**src/rtl/i2c_target_regs.sv**
```systemverilog
// I2C target serving a byte register bank with pointer auto-increment.
// Optional SCL/SDA glitch filter: define I2C_TARGET_GLITCH_FILTER_EN.
module i2c_target_regs #(
  parameter logic [6:0] ADDRESS = 7'h38,
  parameter int N_REGS = 16,
  localparam int PTR_W = $clog2(N_REGS)
) (
  input  logic             clk,
  input  logic             rst,
  input  logic             scl_i,
  input  logic             sda_i,
  output logic             sda_oe,
  input  logic             reg_wr_ena,
  input  logic [PTR_W-1:0] reg_wr_addr,
  input  logic [7:0]       reg_wr_data,
  output logic             rx_valid,
  output logic [PTR_W-1:0] rx_addr,
  output logic [7:0]       rx_data,
  output logic             busy
);

  typedef enum logic [3:0] {
    IDLE, ADDR, ADDR_ACK, PTR, PTR_ACK,
    WDATA, WDATA_ACK, RDATA, RACK
  } state_t;

  logic [1:0] scl_sync, sda_sync;
  logic       scl_f, sda_f;
  logic       scl_q, sda_q;

  always_ff @(posedge clk) begin
    if (rst) begin
      scl_sync <= 2'b11;
      sda_sync <= 2'b11;
    end else begin
      scl_sync <= {scl_sync[0], scl_i};
      sda_sync <= {sda_sync[0], sda_i};
    end
  end

`ifdef I2C_TARGET_GLITCH_FILTER_EN
  logic [1:0] scl_h, sda_h;
  logic       scl_fq, sda_fq;

  // Accept a level once it has been seen on three consecutive samples.
  always_comb begin
    scl_f = scl_fq;
    sda_f = sda_fq;
    if (scl_sync[1] == scl_h[0] && scl_sync[1] == scl_h[1])
      scl_f = scl_sync[1];
    if (sda_sync[1] == sda_h[0] && sda_sync[1] == sda_h[1])
      sda_f = sda_sync[1];
  end

  always_ff @(posedge clk) begin
    if (rst) begin
      scl_h  <= 2'b11;
      sda_h  <= 2'b11;
      scl_fq <= 1'b1;
      sda_fq <= 1'b1;
    end else begin
      scl_h  <= {scl_h[0], scl_sync[1]};
      sda_h  <= {sda_h[0], sda_sync[1]};
      scl_fq <= scl_f;
      sda_fq <= sda_f;
    end
  end
`else
  assign scl_f = scl_sync[1];
  assign sda_f = sda_sync[1];
`endif

  always_ff @(posedge clk) begin
    if (rst) begin
      scl_q <= 1'b1;
      sda_q <= 1'b1;
    end else begin
      scl_q <= scl_f;
      sda_q <= sda_f;
    end
  end

  logic scl_rise, scl_fall, start_c, stop_c;

  assign scl_rise = scl_f & ~scl_q;
  assign scl_fall = ~scl_f & scl_q;
  assign start_c  = scl_f & scl_q & sda_q & ~sda_f;
  assign stop_c   = scl_f & scl_q & ~sda_q & sda_f;

  state_t           state, state_d;
  logic [7:0]       sr, sr_d;
  logic [2:0]       cnt, cnt_d;
  logic [PTR_W-1:0] ptr, ptr_d;
  logic             rw, rw_d;
  logic             ack_on, ack_d;
  logic             oe_d, busy_d, commit;
  logic [7:0]       byte_in;
  logic [7:0]       regs [N_REGS];

  assign byte_in = {sr[6:0], sda_f};

  always_comb begin
    state_d = state;
    sr_d    = sr;
    cnt_d   = cnt;
    ptr_d   = ptr;
    rw_d    = rw;
    ack_d   = ack_on;
    oe_d    = sda_oe;
    busy_d  = busy;
    commit  = 1'b0;
    if (stop_c) begin
      state_d = IDLE;
      oe_d    = 1'b0;
      busy_d  = 1'b0;
      cnt_d   = 3'd0;
      ack_d   = 1'b0;
    end else if (start_c) begin
      state_d = ADDR;
      oe_d    = 1'b0;
      cnt_d   = 3'd0;
      ack_d   = 1'b0;
    end else begin
      unique case (state)
        IDLE: ;
        ADDR, PTR, WDATA: begin
          if (scl_fall)
            oe_d = 1'b0;
          if (scl_rise) begin
            sr_d  = byte_in;
            cnt_d = cnt + 3'd1;
            if (cnt == 3'd7) begin
              ack_d = 1'b0;
              if (state == ADDR) begin
                if (byte_in[7:1] == ADDRESS) begin
                  state_d = ADDR_ACK;
                  rw_d    = byte_in[0];
                  busy_d  = 1'b1;
                end else begin
                  state_d = IDLE;
                end
              end else if (state == PTR) begin
                ptr_d   = byte_in[PTR_W-1:0];
                state_d = PTR_ACK;
              end else begin
                commit  = 1'b1;
                ptr_d   = ptr + 1'b1;
                state_d = WDATA_ACK;
              end
            end
          end
        end
        ADDR_ACK, PTR_ACK, WDATA_ACK: begin
          // ACK is held low from one SCL fall through the next rise.
          if (scl_fall && !ack_on) begin
            oe_d  = 1'b1;
            ack_d = 1'b1;
          end else if (scl_rise && ack_on) begin
            ack_d = 1'b0;
            cnt_d = 3'd0;
            if (state == ADDR_ACK && rw) begin
              sr_d    = regs[ptr];
              state_d = RDATA;
            end else if (state == ADDR_ACK) begin
              state_d = PTR;
            end else begin
              state_d = WDATA;
            end
          end
        end
        RDATA: begin
          if (scl_fall) begin
            oe_d = ~sr[7];
            sr_d = {sr[6:0], 1'b0};
          end else if (scl_rise) begin
            cnt_d = cnt + 3'd1;
            if (cnt == 3'd7) begin
              ptr_d   = ptr + 1'b1;
              state_d = RACK;
            end
          end
        end
        RACK: begin
          if (scl_fall) begin
            oe_d = 1'b0;
          end else if (scl_rise) begin
            if (!sda_f) begin
              sr_d    = regs[ptr];
              cnt_d   = 3'd0;
              state_d = RDATA;
            end else begin
              state_d = IDLE;
            end
          end
        end
        default: state_d = IDLE;
      endcase
    end
  end

  always_ff @(posedge clk) begin
    if (rst) begin
      state    <= IDLE;
      sr       <= 8'h00;
      cnt      <= 3'd0;
      ptr      <= '0;
      rw       <= 1'b0;
      ack_on   <= 1'b0;
      sda_oe   <= 1'b0;
      busy     <= 1'b0;
      rx_valid <= 1'b0;
      rx_addr  <= '0;
      rx_data  <= 8'h00;
    end else begin
      state    <= state_d;
      sr       <= sr_d;
      cnt      <= cnt_d;
      ptr      <= ptr_d;
      rw       <= rw_d;
      ack_on   <= ack_d;
      sda_oe   <= oe_d;
      busy     <= busy_d;
      rx_valid <= commit;
      if (commit) begin
        rx_addr <= ptr;
        rx_data <= byte_in;
      end
    end
  end

  // A bus commit to the same index beats a simultaneous local write.
  always_ff @(posedge clk) begin
    for (int i = 0; i < N_REGS; i++) begin
      if (rst)
        regs[i] <= 8'h00;
      else if (commit && ptr == PTR_W'(i))
        regs[i] <= byte_in;
      else if (reg_wr_ena && reg_wr_addr == PTR_W'(i))
        regs[i] <= reg_wr_data;
    end
  end

endmodule
```
**config.mk**
```make
export PLATFORM = sky130hd
export DESIGN_NAME = i2c_target_regs
export DESIGN_NICKNAME = d
export VERILOG_FILES = /design/src/rtl/i2c_target_regs.sv
export SDC_FILE = /design/constraint.sdc
export NUM_CORES = 1
export LEC_CHECK = 0
export ABC_CLOCK_PERIOD_IN_PS = 2350
export CORE_MARGIN = 2
export CORE_UTILIZATION = 55
export DETAILED_ROUTE_END_ITERATION = 16
export HOLD_SLACK_MARGIN = 0.15
export PLACE_DENSITY = 0.73
export SLEW_MARGIN = 20
export SYNTH_ARGS = -nofsm -noshare
export SYNTH_HDL_FRONTEND = slang
export SYNTH_SLANG_ARGS = --single-unit
```
**constraint.sdc**
```tcl
create_clock -name clk -period 2.35 [get_ports clk]
set_input_delay 0.47 -clock clk [delete_from_list [all_inputs] [get_ports clk]]
set_output_delay 0.47 -clock clk [all_outputs]
set_load 0.02 [all_outputs]
```
# Word-level counts from Yosys, hierarchy flattened
# Memories as Yosys holds them, arrays and structs flattened. A register that Yosys moved wholly into a read port is not among the register bits.
# Cells that the tools add are included.
[word_totals]
regBits = 42
ram_bits = 128
inputBits = 17
output_inout_bits = 15
mem_count = 1
[mem_list]
columns = ["name", "words", "width", "read_ports", "rd_ports_with_merged_regs", "wr", "line_no", "source"]
rows = [
  ["regs", 16, 8, 1, 1, 16, "98", "logic [7:0] regs [N_REGS];"],
]
[classes]
addsub = 2
n_eq_ne = 66
n_mux = 206
bitwise_logic = 47
n_reduce_logical = 57
[op_table]
columns = ["op", "n"]
rows = [
  ["$mux W8", 40],
  ["$mux W1", 129],
  ["$mux W4", 19],
  ["$eq A4 B4 Y1 const B", 17],
  ["$eq A4 B3 Y1 const B", 12],
  ["$logic_and A1 B1 Y1", 35],
  ["$or A1 B1 Y1", 32],
  ["$pmux W8 S4", 1],
  ["$mux W3", 10],
  ["$ne A2 B2 Y1 const B", 15],
  ["$ne A3 B3 Y1 const B", 10],
  ["$eq A4 B2 Y1 const B", 6],
  ["$pmux W4 S5", 1],
  ["$reduce_and A10 Y1", 2],
  ["$reduce_and A7 Y1", 2],
  ["$eq A4 B1 Y1 const B", 3],
  ["$logic_not A4 Y1", 3],
  ["$pmux W3 S4", 1],
  ["$reduce_and A11 Y1", 1],
  ["$reduce_and A9 Y1", 1],
  ["$reduce_or A3 Y1", 3],
  ["$not A1 Y1", 8],
  ["$pmux W4 S2", 1],
  ["$reduce_and A4 Y1", 2],
  ["16 further kinds", 24],
]

# Longest topological paths before layout
[logic_depth]
depth_word = 14
ltp_mapped = 8
ltp_nobuf = 6

# Worst setup path before layout
# OpenSTA, ideal clock, no wires.
[synth_timing]
kind = "reg-to-reg"
startpoint = "register cnt[0]"
endpoint = "memory regs[13][0] (enable)"
setup_ps = 331
arrival_ps = 1652
path_slack_ps = 367
path_stages_with_launch = 7
synth_period_minus_slack_ps = 1983
cell_sequence = "dfxtp_1 -> ha_1 -> ha_1 -> buf_1 -> nand4_1 -> nor2_1 -> a221o_1"
[synth_rtl]
columns = ["item", "line_no", "source"]
rows = [
  ["start, declared", "92", "logic [2:0] cnt, cnt_d;"],
  ["start signal, assigned", "217", "cnt <= cnt_d;"],
  ["end, declared", "98", ""],
]

==> summary.log <==
[status] status completed
[critical_path] Crit Path Class register to register
[cells_and_area] commonest non-fill, non-tap cell in the layout sky130_fd_sc_hd__a22o_1
[critical_path] critical path data arrival time 2.55 ns
[logic_synthesis] count of mapped cells out of synthesis 792
[global_routing] gr usage total 29.8%
[cells_and_area] commonest cells after routing, fill and taps aside 129 x sky130_fd_sc_hd__a22o_1, 128 x sky130_fd_sc_hd__edfxtp_1, 79 x sky130_fd_sc_hd__buf_4, 78 x sky130_fd_sc_hd__mux2i_1, 65 x sky130_fd_sc_hd__nor2_1
[logic_synthesis] flop and latch count out of synthesis 174
[sta] Max-slew headroom 52.6%
[cells_and_area] number of nets at the end of the flow 876
[power_and_ir_drop] P per Cell Area 625 mW/mm²
[power_and_ir_drop] sequential group share of total power 51.2%
[hold_path] hold-critical path depth 2
[sta] setup repair after global routing missed its margin false
[power_and_ir_drop] total power consumption of the routed design 6.81 mW
[floorplanning] initial core utilization 56.3%
[power_and_ir_drop] internal power 5.24 mW
[floorplanning] boundary pin count 32
[hold_path] worst min-delay path category input pin to register
[critical_path] capturing element type of the critical path register
[logic_synthesis] most common flop cell mapped by yosys sky130_fd_sc_hd__edfxtp_1
[critical_path] CP required 2.66 ns
[hold_path] hold path startpoint rst
[detailed_routing] total routed wirelength 26.6 mm
[cells_and_area] core utilization of the finished layout 65.8%
[critical_path] largest fanout on the critical path 8
[logic_synthesis] mean area per synthesized cell 11.8 µm²
[clock_tree] Root Driver sky130_fd_sc_hd__clkbuf_16
[logic_synthesis] post-synth net total 815
[global_routing] global-route congestion overflow total 0
[power_and_ir_drop] static leakage 3.72 nW
[floorplanning] Die X 134 µm
[sta] transition time at the pin with the least slew margin 0.708 ns
[detailed_routing] DRT Pass-1 Iters 6
[power_and_ir_drop] net switching component of the power 1.57 mW
[cells_and_area] fraction of layout cells with a size suffix above 1 19.4%
[global_routing] global routing met1 resource utilization 41.6%
[logic_synthesis] sequential fraction of the synthesis area 51.0%
[detailed_routing] Vias/cell 6.82
[logic_synthesis] synthesized area 0.00934 mm²
[global_routing] met3 Use GR 5.97%
[global_routing] met2 Usage GRT 45.2%
[sta] Max Clk Rate 0.446 GHz
[place] placed wire-length estimate after detailed placement 18.9 mm
[critical_path] critical register-to-register path startpoint state[3]$_SDFFE_PP0P_
[cells_and_area] storage element area 0.00477 mm²
[critical_path] Worst R2R Path Depth 6
[sta] setup total negative slack 0 ns
[logic_synthesis] Synth Area in Compound Gates 23.1%
[clock_tree] # Post-CTS Setup Buffers 0
[power_and_ir_drop] IR drop worst, VDD 515 µV
[sta] final count of pins violating max slew 0
[power_and_ir_drop] share of power burned in the clock network 41.7%
[place] # port buffers 31
[critical_path] worst flop-to-flop path endpoint regs[15][0]$_DFFE_PP_
[floorplanning] Die Outline Area 0.0180 mm²
[sta] crit share post-route 95.4%
[clock_tree] Max clock buf depth 2
[clock_tree] TritonCTS clock tree built
[logic_synthesis] multiplexer fraction of the synthesized cell area 8.36%
[detailed_routing] DRT iter0 DRCs 990
[floorplanning] placeable core region 0.0166 mm²
[logic_synthesis] post-synthesis share of cell area spent on full adders, half adders and majority gates 0.804%
[critical_path] kind of start point of the critical path register
[floorplanning] num rows 47
[sta] worst hold slack 0.390 ns
[logic_synthesis] number of distinct standard cells referenced by the synthesized netlist 68
[logic_synthesis] post-synthesis simple-gate area fraction 12.6%
[cells_and_area] Antenna Diode Count 0
[critical_path] R2R Setup Slk 0.11 ns
[sta] worst-case clock skew 0.0145 ns
[clock_tree] number of buffers created by CTS 17
[detailed_routing] DRT antenna net count 0
[global_routing] pin count of the biggest net entering global routing 33
[global_routing] wire length of the first global-routing pass 40.2 mm
[cells_and_area] number of inserted filler cells in the final layout 1246
[clock_tree] count of hold-fix buffers inserted at cts 0
[logic_synthesis] combinational family with the most area after synthesis compound AO/OA/AOI/OAI gates
[cells_and_area] footprint of the multi-input gates 0.00423 mm²
[global_routing] antenna violations before repair 0
[floorplanning] Vert. Die Dim 134 µm
[logic_synthesis] Yosys warnings 0
[detailed_routing] Vias 7402
[power_and_ir_drop] relative contribution of combinational cells to total power 7.1%
[flow_run] max_cap viols 0
[cells_and_area] final cell area excluding filler cells 0.0109 mm²
[clock_tree] later-pin clock latency in the skew report 0.45 ns
[clock_tree] post-CTS clock slew at the launch and capture registers of the worst setup and hold paths 0.07 ns
[clock_tree] clock sink count 174
[detailed_routing] DRC violation count after routing 0
[sta] post-layout minimum cycle time 2.24 ns
[place] gp weighted congestion 0.988
[power_and_ir_drop] Sw Ratio 23.0%
[clock_tree] CTS H-tree depth 4
[logic_synthesis] number of flops mapped to enable cells by yosys 128
[logic_synthesis] xor-xnor portion of the synthesized cell area 0.0938%
[sta] Final setup viols 0
[global_routing] vias in the first global route 7022
[cells_and_area] Layout Area Growth over Synthesis 16.8%
[sta] final hold vios 0
[global_routing] global-route layer with the greatest usage met2
[detailed_routing] average wire per cell in the routed design 24.5 µm
[logic_synthesis] asr flop ratio synth 0%
[place] post-detailed-placement cell area 0.0103 mm²
[area by class of cell]
cell class                 instances  share of cell area, %
tap                              220                   2.52
clock inverter                     6                  0.367
clock buffer                      26                   5.11
multi-input combinational        531                   38.8
sequential                       174                   43.7
timing repair buffer             114                   8.97
inverter                          15                  0.516
[worst max path at each step]
stage          slack, ns                   from  cells after the start                     to
4_1_cts             0.05    cnt[0]$_SDFFE_PP0P_                      5   regs[4][7]$_DFFE_PP_
3_3_place_gp       -0.05         reg_wr_addr[2]                      5   regs[5][2]$_DFFE_PP_
3_5_place_dp       -0.17         reg_wr_addr[2]                      5   regs[5][3]$_DFFE_PP_
5_1_grt            0.008  state[3]$_SDFFE_PP0P_                      6  regs[13][0]$_DFFE_PP_
6_report            0.11  state[3]$_SDFFE_PP0P_                      6  regs[15][0]$_DFFE_PP_
2_1_floorplan       0.37    cnt[0]$_SDFFE_PP0P_                      6  regs[13][0]$_DFFE_PP_
[through the flow]
stage,std cells,worst slack (ns)
finish,1086,0.107
global route,1086,0.00810
CTS,1086,0.0453
detailed placement,1054,-0.171
global placement,1054,-0.0507
floorplan,792,0.367
[registers in the layout (all words and copies together), names as in the netlist, named ones only]
signal	cells
rx_data	8
rw	1
rx_valid	1
regs	128
sr	8
sda_sync	2
state	4
scl_sync	2
sda_q	1
cnt	3
rx_addr	4
ack_on	1
scl_q	1
busy	1
sda_oe	1
ptr	4
[Yosys cell counts (7+ instances only)]
master	n	area share, %
sky130_fd_sc_hd__a21oi_1	12	0.64
sky130_fd_sc_hd__a22o_1	129	12
sky130_fd_sc_hd__a22oi_1	34	2.7
sky130_fd_sc_hd__a31oi_1	9	0.60
sky130_fd_sc_hd__a32o_1	7	0.75
sky130_fd_sc_hd__buf_1	10	0.40
sky130_fd_sc_hd__buf_2	13	0.70
sky130_fd_sc_hd__clkbuf_1	44	1.8
sky130_fd_sc_hd__dfxtp_1	46	9.9
sky130_fd_sc_hd__edfxtp_1	128	41
sky130_fd_sc_hd__inv_1	15	0.60
sky130_fd_sc_hd__mux2i_1	78	8.4
sky130_fd_sc_hd__nand2_1	21	0.84
sky130_fd_sc_hd__nand3_1	9	0.48
sky130_fd_sc_hd__nor2_1	65	2.6
sky130_fd_sc_hd__nor2b_1	12	0.80
sky130_fd_sc_hd__nor3_1	20	1.1
sky130_fd_sc_hd__nor4_1	7	0.47
sky130_fd_sc_hd__nor4_4	7	1.6
sky130_fd_sc_hd__o21ai_0	13	0.70
sky130_fd_sc_hd__or2_2	7	0.47
[repair_timing]
item / in CTS / in global routing
endpoints found under the hold margin: 0 / 0
gates resized for setup: 3 / 7
gates cloned: 0 / 0
setup endpoints to repair: 15 / 83
[power groups by stage]
stage | logic (mW) | clock network [mW] | registers, mW
final | 0.486 | 2.84 | 3.49
after global routing | 0.511 | 2.93 | 3.50
after CTS | 0.472 | 2.84 | 3.49
after detailed placement | 0.470 | 0 | 3.55
after global placement | 0.458 | 0 | 3.55
after floorplan | 0.290 | 0 | 3.53
[critical path, stage by stage (launching register included)]
cell and delay, ns:
sky130_fd_sc_hd__dfxtp_1 0.35, sky130_fd_sc_hd__and4bb_1 0.44, sky130_fd_sc_hd__buf_4 0.19, sky130_fd_sc_hd__nand3_4 0.15
sky130_fd_sc_hd__or2_1 0.41, sky130_fd_sc_hd__nor2_1 0.34, sky130_fd_sc_hd__a22o_1 0.22
[per-layer routing]
metal  routed length (µm)  vias to the layer above  share of wire [%]
met5                    0                        -                  0
met4                  909                        0                3.4
met3                 2850                       72                 11
met2                12000                      513                 45
met1                10800                     3565                 41
li1                     -                     3252                  -
[kinds of logic after synthesis]
logic type,count (synthesis)
multiplexers,78
AND/OR/NAND/NOR,198
AO/OA/AOI/OAI,248
buffers and inverters,87
adder cells (fa/ha/maj),6
XOR/XNOR,1
flip-flops,174
(Power assumes the default switching activity.)
